## src/rtl/sram_bist_pkg.sv

```systemverilog
// Shared types and the March C- element table for the SRAM BIST controller.
package sram_bist_pkg;

  typedef enum logic [1:0] {
    IDLE = 2'd0,
    RUN  = 2'd1,
    DONE = 2'd2
  } state_t;

  typedef logic [2:0] elem_idx_t;

  localparam elem_idx_t LAST_ELEM = 3'd5;

  // Backgrounds are one bit: 0 selects all-zeros, 1 selects all-ones.
  typedef struct packed {
    logic down;
    logic has_rd;
    logic rd_bg;
    logic has_wr;
    logic wr_bg;
  } elem_t;

  localparam elem_t ELEM_TBL [6] = '{
    '{1'b0, 1'b0, 1'b0, 1'b1, 1'b0},  // 0 up   (w0)
    '{1'b0, 1'b1, 1'b0, 1'b1, 1'b1},  // 1 up   (r0,w1)
    '{1'b0, 1'b1, 1'b1, 1'b1, 1'b0},  // 2 up   (r1,w0)
    '{1'b1, 1'b1, 1'b0, 1'b1, 1'b1},  // 3 down (r0,w1)
    '{1'b1, 1'b1, 1'b1, 1'b1, 1'b0},  // 4 down (r1,w0)
    '{1'b0, 1'b1, 1'b0, 1'b0, 1'b0}   // 5 up   (r0)
  };

endpackage

```

## src/rtl/sram_march_bist.sv

```systemverilog
// March C- BIST controller: one SRAM access per cycle, stops at the first mismatching read.
module sram_march_bist
  import sram_bist_pkg::*;
#(
  parameter int unsigned ADDR_W = 11,
  parameter int unsigned DATA_W = 16
) (
  input  logic              clk,
  input  logic              rst_n,
  input  logic              start,
  output logic              busy,
  output logic              done,
  output logic              fail,
  output logic [2:0]        fail_elem,
  output logic [ADDR_W-1:0] fail_adr,
  output logic [DATA_W-1:0] fail_exp,
  output logic [DATA_W-1:0] fail_got,
  output logic [ADDR_W-1:0] sram_adr,
  output logic [DATA_W-1:0] sram_d,
  output logic              sram_we,
  output logic              sram_me,
  input  logic [DATA_W-1:0] sram_q
);

  localparam logic [ADDR_W-1:0] ADR_ZERO = {ADDR_W{1'b0}};
  localparam logic [ADDR_W-1:0] ADR_ONES = {ADDR_W{1'b1}};
  localparam logic [ADDR_W-1:0] ADR_ONE  = {{(ADDR_W-1){1'b0}}, 1'b1};

  state_t            state_q;
  logic              busy_q, done_q, fail_q;
  elem_idx_t         elem_q, pend_elem_q, fail_elem_q;
  logic [ADDR_W-1:0] adr_q, pend_adr_q, fail_adr_q;
  logic [DATA_W-1:0] d_q, fail_exp_q, fail_got_q;
  logic              me_q, we_q, phase_q, pend_q, fin_q;

  logic [DATA_W-1:0] exp_s, nxt_d_s;
  logic              mismatch_s, cur_down_s, last_adr_s, last_acc_s;
  logic              nxt_phase_s, nxt_we_s;
  elem_idx_t         nxt_elem_s;
  logic [ADDR_W-1:0] nxt_adr_s;

  // Compare the pending read and work out the access that follows the one on the bus.
  always_comb begin
    exp_s       = {DATA_W{ELEM_TBL[pend_elem_q].rd_bg}};
    mismatch_s  = (state_q == RUN) && pend_q && (sram_q != exp_s);
    cur_down_s  = ELEM_TBL[elem_q].down;
    last_adr_s  = cur_down_s ? (adr_q == ADR_ZERO) : (adr_q == ADR_ONES);
    nxt_elem_s  = elem_q;
    nxt_adr_s   = adr_q;
    nxt_phase_s = 1'b0;
    last_acc_s  = 1'b0;
    if (ELEM_TBL[elem_q].has_rd && ELEM_TBL[elem_q].has_wr && !phase_q) begin
      nxt_phase_s = 1'b1;
    end else if (!last_adr_s) begin
      nxt_adr_s = cur_down_s ? (adr_q - ADR_ONE) : (adr_q + ADR_ONE);
    end else if (elem_q != LAST_ELEM) begin
      nxt_elem_s = elem_q + 3'd1;
      nxt_adr_s  = ELEM_TBL[nxt_elem_s].down ? ADR_ONES : ADR_ZERO;
    end else begin
      last_acc_s = 1'b1;
    end
    nxt_we_s = nxt_phase_s | ~ELEM_TBL[nxt_elem_s].has_rd;
    if (nxt_we_s) begin
      nxt_d_s = {DATA_W{ELEM_TBL[nxt_elem_s].wr_bg}};
    end else begin
      nxt_d_s = d_q;
    end
  end

  // Controller state machine with registered SRAM and status outputs.
  always_ff @(posedge clk or negedge rst_n) begin
    if (!rst_n) begin
      state_q     <= IDLE;
      busy_q      <= 1'b0;
      done_q      <= 1'b0;
      fail_q      <= 1'b0;
      elem_q      <= 3'd0;
      pend_elem_q <= 3'd0;
      fail_elem_q <= 3'd0;
      adr_q       <= ADR_ZERO;
      pend_adr_q  <= ADR_ZERO;
      fail_adr_q  <= ADR_ZERO;
      d_q         <= {DATA_W{1'b0}};
      fail_exp_q  <= {DATA_W{1'b0}};
      fail_got_q  <= {DATA_W{1'b0}};
      me_q        <= 1'b0;
      we_q        <= 1'b0;
      phase_q     <= 1'b0;
      pend_q      <= 1'b0;
      fin_q       <= 1'b0;
    end else begin
      case (state_q)
        IDLE, DONE: begin
          if (start) begin
            state_q     <= RUN;
            busy_q      <= 1'b1;
            done_q      <= 1'b0;
            fail_q      <= 1'b0;
            fail_elem_q <= 3'd0;
            fail_adr_q  <= ADR_ZERO;
            fail_exp_q  <= {DATA_W{1'b0}};
            fail_got_q  <= {DATA_W{1'b0}};
            elem_q      <= 3'd0;
            adr_q       <= ADR_ZERO;
            d_q         <= {DATA_W{ELEM_TBL[0].wr_bg}};
            phase_q     <= 1'b0;
            me_q        <= 1'b1;
            we_q        <= 1'b1;
            pend_q      <= 1'b0;
            fin_q       <= 1'b0;
          end else begin
            me_q <= 1'b0;
            we_q <= 1'b0;
          end
        end
        RUN: begin
          pend_q      <= me_q & ~we_q;
          pend_adr_q  <= adr_q;
          pend_elem_q <= elem_q;
          if (mismatch_s) begin
            state_q     <= DONE;
            busy_q      <= 1'b0;
            done_q      <= 1'b1;
            fail_q      <= 1'b1;
            fail_elem_q <= pend_elem_q;
            fail_adr_q  <= pend_adr_q;
            fail_exp_q  <= exp_s;
            fail_got_q  <= sram_q;
            me_q        <= 1'b0;
            we_q        <= 1'b0;
          end else if (fin_q) begin
            state_q <= DONE;
            busy_q  <= 1'b0;
            done_q  <= 1'b1;
            me_q    <= 1'b0;
            we_q    <= 1'b0;
          end else if (last_acc_s) begin
            // Final read is on the bus; its compare needs one more cycle in RUN.
            me_q  <= 1'b0;
            we_q  <= 1'b0;
            fin_q <= 1'b1;
          end else begin
            elem_q  <= nxt_elem_s;
            adr_q   <= nxt_adr_s;
            phase_q <= nxt_phase_s;
            we_q    <= nxt_we_s;
            d_q     <= nxt_d_s;
          end
        end
        default: begin
          state_q <= IDLE;
          busy_q  <= 1'b0;
          me_q    <= 1'b0;
          we_q    <= 1'b0;
        end
      endcase
    end
  end

  // A mismatch kills the access in flight, so the faulty word is never overwritten.
  assign sram_me   = me_q & ~mismatch_s;
  assign sram_we   = we_q & ~mismatch_s;
  assign sram_adr  = adr_q;
  assign sram_d    = d_q;
  assign busy      = busy_q;
  assign done      = done_q;
  assign fail      = fail_q;
  assign fail_elem = fail_elem_q;
  assign fail_adr  = fail_adr_q;
  assign fail_exp  = fail_exp_q;
  assign fail_got  = fail_got_q;

endmodule

```

## config.mk

```make
export PLATFORM = sky130hd
export DESIGN_NAME = sram_march_bist
export DESIGN_NICKNAME = d
export VERILOG_FILES = /design/src/rtl/sram_bist_pkg.sv /design/src/rtl/sram_march_bist.sv
export SDC_FILE = /design/constraint.sdc
export NUM_CORES = 1
export LEC_CHECK = 0
export ABC_CLOCK_PERIOD_IN_PS = 3100
export CAP_MARGIN = 20
export CORE_MARGIN = 5
export CORE_UTILIZATION = 30
export DETAILED_ROUTE_END_ITERATION = 10
export SLEW_MARGIN = 20
export SYNTH_ARGS = -nofsm -noshare
export SYNTH_HDL_FRONTEND = slang
export SYNTH_SLANG_ARGS = --single-unit
```

## constraint.sdc

```tcl
create_clock -name clk -period 3.1 [get_ports clk]
set_clock_uncertainty 0.05 [all_clocks]
set_input_delay 0.62 -clock clk [delete_from_list [all_inputs] [get_ports clk]]
set_output_delay 0.62 -clock clk [all_outputs]
set_load 0.02 [all_outputs]
```

# Yosys cells after proc, flatten, opt, wreduce, memory -nomap -nowiden

Memory sizes are Yosys's and may differ from the RTL's.
Cells that the tools add are included.

Bits in registers: 100
ROM bits: 160
Input port bits: 19
Output and inout port bits: 78
Logic and storage cells: 149
Memories kept: 4

Memory list:

| memory           | words | width | read ports | clocked after memory_dff | write ports | RTL line              | RTL |
|---|---|---|---|---|---|---|---|
| (name not given) | 8     | 5     | 1          | 0                        | 0           | sram_march_bist.sv:64 | `nxt_d_s = {DATA_W{ELEM_TBL[nxt_elem_s].wr_bg}};` |
| (name not given) | 8     | 5     | 1          | 0                        | 0           | sram_march_bist.sv:58 | `nxt_adr_s = ELEM_TBL[nxt_elem_s].down ? ADR_ONES : ADR_ZERO;` |
| (name not given) | 8     | 5     | 1          | 0                        | 0           | sram_march_bist.sv:52 | `if (ELEM_TBL[elem_q].has_rd && ELEM_TBL[elem_q].has_wr && !phase_q) begin` |
| (name not given) | 8     | 5     | 1          | 0                        | 0           | sram_march_bist.sv:44 | `exp_s = {DATA_W{ELEM_TBL[pend_elem_q].rd_bg}};` |

Add/subtract/negate cells: 3
Order comparisons: 4
Equality and inequality tests: 15
Mux-type cells: 77
Bitwise gates (word level): 11
Reduce and logical (&&, ||, !) cells: 17

Operator list:

| kind                                                     | number |
|---|---|
| 2-to-1 mux 16 bit                                        | 7 |
| 2-to-1 mux 11 bit                                        | 10 |
| case mux 16 bit (2 select lines)                         | 3 |
| case mux 11 bit (2 select lines)                         | 2 |
| 2-to-1 mux 3 bit                                         | 10 |
| 2-to-1 mux 1 bit                                         | 25 |
| 2-to-1 mux 5 bit                                         | 4 |
| greater-or-equal comparator 4 bit, second input constant | 4 |
| != test 16 bit                                           | 1 |
| NOT 3 -> 4 bit                                           | 4 |
| case mux 1 bit (2 select lines)                          | 8 |
| != test 2 bit, second input constant                     | 7 |
| case mux 3 bit (2 select lines)                          | 2 |
| adder 11 x 1 -> 11 bit, second input constant            | 1 |
| equality test 11 bit, second input constant              | 1 |
| zero test 11 bit                                         | 1 |
| subtractor 11 x 1 -> 11 bit, second input constant       | 1 |
| AND reduction 3 bit                                      | 3 |
| 2-to-1 mux 4 bit                                         | 2 |
| AND reduction 7 bit                                      | 1 |
| 2-to-1 mux 2 bit                                         | 3 |
| != test 3 bit, second input constant                     | 2 |
| AND reduction 6 bit                                      | 1 |
| AND reduction 5 bit                                      | 1 |
| 15 further kinds                                         | 23 |

# Depth between registers and ports, before layout

Depth in word-level cells: 18
Mapped depth: 13
Gate-level depth less buffers: 12

# Worst setup path after synthesis

OpenSTA, ideal clock, no wires.

Kind: register -> register
Start point: register elem_q[0]
End point: register adr_q[10], in the netlist sram_adr[10]
Setup time: 0.080 ns
Arrival time: 3.139 ns
Required time: 2.970 ns
Setup slack: -0.168 ns
Cell stages (with the launch flop): 13
Path buffers: 1
Clock period less this slack: 3.268 ns
Cells stage by stage: dfrtp_1 -> ha_1 -> or2_4 -> and2_1 -> buf_6 -> ha_1 -> nor2b_1 -> o2111a_1 -> or3_1 -> a2111o_1 -> o311a_1 -> a21boi_0 -> a2bb2oi_1

Longest elaborated chain between the ends: 13
Elaborated cells on any way between the ends: 29
Classes of those cells: 1 x add/sub; 4 x eq/ne; 17 x mux; 2 x bitwise; 3 x reduce/logical; 2 x memory

Ends and longest elaborated chain:

| item                                                | RTL line               | RTL |
|---|---|---|
| from (decl)                                         | sram_march_bist.sv:31  | `elem_idx_t elem_q, pend_elem_q, fail_elem_q;` |
| from (signal assigned)                              | sram_march_bist.sv:143 | `elem_q <= nxt_elem_s;` |
| adder 3 x 1 -> 3 bit                                | sram_march_bist.sv:57  | `nxt_elem_s = elem_q + 3'd1;` |
| NOT 3 -> 4 bit (not written as such)                | sram_march_bist.sv:58  |  |
| memory (8 x 5 bit)                                  | n/a                    |  |
| 2-to-1 mux 5 bit (not written as such) (2 in a row) | sram_march_bist.sv:58  |  |
| 2-to-1 mux 11 bit                                   | sram_march_bist.sv:58  |  |
| 2-to-1 mux 11 bit                                   | sram_march_bist.sv:56  | `end else if (elem_q != LAST_ELEM) begin` |
| 2-to-1 mux 11 bit                                   | sram_march_bist.sv:54  | `end else if (!last_adr_s) begin` |
| 2-to-1 mux 11 bit                                   | sram_march_bist.sv:52  |  |
| 2-to-1 mux 11 bit                                   | sram_march_bist.sv:137 | `end else if (last_acc_s) begin` |
| 2-to-1 mux 11 bit                                   | sram_march_bist.sv:131 | `end else if (fin_q) begin` |
| 2-to-1 mux 11 bit                                   | sram_march_bist.sv:120 | `if (mismatch_s) begin` |
| case mux 11 bit (2 select lines)                    | sram_march_bist.sv:92  | `case (state_q)` |
| to (signal assigned)                                | sram_march_bist.sv:144 | `adr_q <= nxt_adr_s;` |
| to (decl)                                           | sram_march_bist.sv:32  | `logic [ADDR_W-1:0] adr_q, pend_adr_q, fail_adr_q;` |

Several ways; a longest one is shown, not always the timed one. The select of a mux whose other input is x is not followed.
A chain may end at the register's enable or synchronous reset.

# Worst setup path after layout

Same ends and word-level chain as after synthesis.

==> metrics.txt <==
core box area=about 13000 um2; Inserted Clock Buffers=9; f_max=approximately 330 MHz; post-synthesis cell count=between 400 and 500; max-cap viol count=0; Post-Synth Adder-Cell Area=0.0472; post-synthesis mux area share=0.0336; FILL cells=about 1200; Synth Area in Simple Gates=0.191; Netlist cell types=56; die area=between 15000 and 20000 um2; antenna cells=0; starting density of the core=0.306; Area Growth Syn to Fin=39.2%; routability cong.=roughly 0.82; CTS tree=built; largest family of logic cells by synthesized area=simple AND/OR/NAND/NOR gates; post-layout util=0.427; grt ovf=0; Row Count=between 40 and 50; Req. time, crit path=3.30 ns; Main synth FF type=dfrtp_1; unrepaired setup endpoints after global routing=false; initial antenna violation count=0; clk_lat worst skew=between 0.3 and 0.4 ns; drt total wl=10000 um; wire per inst=~14 um; VDD IR max=approximately 0.00036 V; Avg Vias per Cell=4.68; status=finished, final reports clean; hold_ws=about 0.25 ns; Min-Delay Path Class=input port to async pin; DRT Pass-1 Iters=4; EDFF count, synth=0; total power=~0.0037 W; min cycle time layout=3.02 ns; Initial DRC Count=254; commonest non-fill, non-tap cell in the layout=nand2_1; Leak=around 2.4 nW; CTS HTree Levels=3; Post-Syn Area per Cell=9.10 um2; relative max-transition margin=0.611; die span in x=124 um; synth warn=0; final net count=between 500 and 600; Crit Path Max Fanout=5; Clock transition at path regs=0.06 ns; CTS Sinks=70; Critical Path AT=approximately 3.2 ns; CP startpoint kind=flip-flop; Port Buffer Count=between 90 and 100; syn_nets=around 460; DRC=0; layout cell share with drive strength beyond 1=0.161; period utilization=0.973; DP HPWL=around 7400 um; Synth Cell Area=just under 4000 um2; GRT Resource Usage Total=0.136; # setup viols final=0; largest net degree at the start of global routing=64; DR vias=about 3200; Die Span Y=roughly 120 um; CP Capture Type=flip-flop; first-pass GRT wire length=between 15000 and 20000 um; Final ANT Viol Nets=0; ys async rst share=1.00; Worst Max-Slew Pin Slew=between 0.5 and 0.6 ns; register area share after synthesis=0.453; P per Cell Area=just under 700 nW/um2; Max clock buf depth=2; compound-cell area share of the yosys netlist=0.157; CTS root buffer=clkbuf_16; num ports=97; vias in the first global route=between 3000 and 4000; Yosys reg bits=70; Hold Fails Final Rpt=0; max-slew violations=0; Synth Area in XOR/XNOR=0.0204; worst setup path class=flip-flop to flip-flop; most frequent cells in the layout=110 x nand2_1, 93 x clkdlybuf4s50_1, 69 x dfrtp_1, 39 x o21ai_0, 37 x buf_4
## worst paths after layout
check	from	to	slack, ns	cells past startpoint
worst max-delay path	elem_q[0]$_DFFE_PN0P_	sram_adr[10]$_DFFE_PN0P_	0.08	11
worst min register to register	we_q$_DFF_PN0_	pend_q$_DFFE_PN0P_	0.41	1
min in group clk	we_q$_DFF_PN0_	pend_q$_DFFE_PN0P_	0.41	1
max in group asynchronous	rst_n	sram_d[14]$_DFFE_PN0P_	1.97	2
worst min-delay path	rst_n	fail_adr[10]$_DFFE_PN0P_	0.25	1
worst max register to register	elem_q[0]$_DFFE_PN0P_	sram_adr[10]$_DFFE_PN0P_	0.08	11
## repair_timing
| item | 4_1_cts | 5_1_grt |
|---|---|---|
| cloned | 0 | 1 |
| resized for setup | 6 | 10 |
| setup buffers | 0 | 2 |
| hold buffers | 0 | 0 |
| pin swaps | 0 | 2 |
| setup endpoints to repair | 3 | 3 |
## synth_stat cells (6+ instances only)
| cell | n | share of area |
|---|---|---|
| nor2_1 | 10 | 0.0097 |
| inv_1 | 12 | 0.012 |
| dfrtp_1 | 70 | 0.45 |
| xor2_1 | 6 | 0.014 |
| mux2_2 | 8 | 0.023 |
| nor4_1 | 9 | 0.015 |
| ha_1 | 13 | 0.042 |
| o21ai_0 | 40 | 0.052 |
| clkbuf_1 | 15 | 0.015 |
| nand2_1 | 110 | 0.11 |
| buf_4 | 30 | 0.058 |
| a21oi_1 | 15 | 0.019 |
| nand4_1 | 8 | 0.013 |
| nor3_1 | 8 | 0.010 |
## layout make-up
class                      count  area [um2]  area share
timing repair buffer         134        1240       0.231
clock inverter                 4        72.6      0.0135
tap                          172         215      0.0400
inverter                      12        47.5     0.00883
clock buffer                  10         239      0.0444
multi-input combinational    292        1810       0.337
sequential                    70        1750       0.326
## logic make-up after synthesis
logic type / count (synthesis)
simple gates: 167
mux: 12
flops: 70
buf+inv: 64
fa+ha+maj: 14
compound gates: 89
xor+xnor: 9
## registers in the layout, indices dropped and copies added, names as in the netlist
register / count
busy: 1
done: 1
elem_q: 3
fail: 1
fail_adr: 11
fail_elem: 3
fail_exp: 1
fail_got: 16
fin_q: 1
me_q: 1
pend_adr_q: 11
pend_elem_q: 3
pend_q: 1
phase_q: 1
sram_adr: 11
sram_d: 1
state_q: 2
we_q: 1
## per-layer routing
| layer | up-vias | track usage | part of all wire |
|---|---|---|---|
| met5 | - | 0 | 0 |
| met4 | 0 | 0.0429 | 0.014 |
| met3 | 9 | 0.0348 | 0.060 |
| met2 | 86 | 0.223 | 0.47 |
| met1 | 1536 | 0.175 | 0.45 |
| li1 | 1618 | - | - |
## critical path, cell delays in order, from the launching register on
cell,delay [ns]
dfrtp_2,0.42
ha_4,0.16
or2_4,0.26
and2_4,0.19
ha_4,0.22
nor2b_1,0.14
o2111a_1,0.26
or3_4,0.38
a2111o_1,0.40
o311a_1,0.16
a21boi_2,0.14
a2bb2oi_1,0.16
## stage by stage
| stage | std cells | instance area (um2) | setup TNS (ns) | worst slack, ns |
|---|---|---|---|---|
| finish | 694 | 5380 | 0 | 0.0837 |
| global route | 694 | 5380 | 0 | 0.00596 |
| CTS | 691 | 5350 | 0 | 0.0115 |
| detailed placement | 677 | 5030 | -1.02 | -0.272 |
| global placement | 677 | 5030 | -0.913 | -0.285 |
| floorplan | 425 | 3910 | 0 | 0.0151 |
## report_power, final
part	switching, W	total (W)	leakage [nW]	internal (W)
sequential	0.000130	0.00120	0.948	0.00107
combinational	0.000827	0.00140	1.26	0.000576
clock	0.000364	0.00108	0.150	0.000715
No activity file was read; power rests on OpenSTA's default activity.
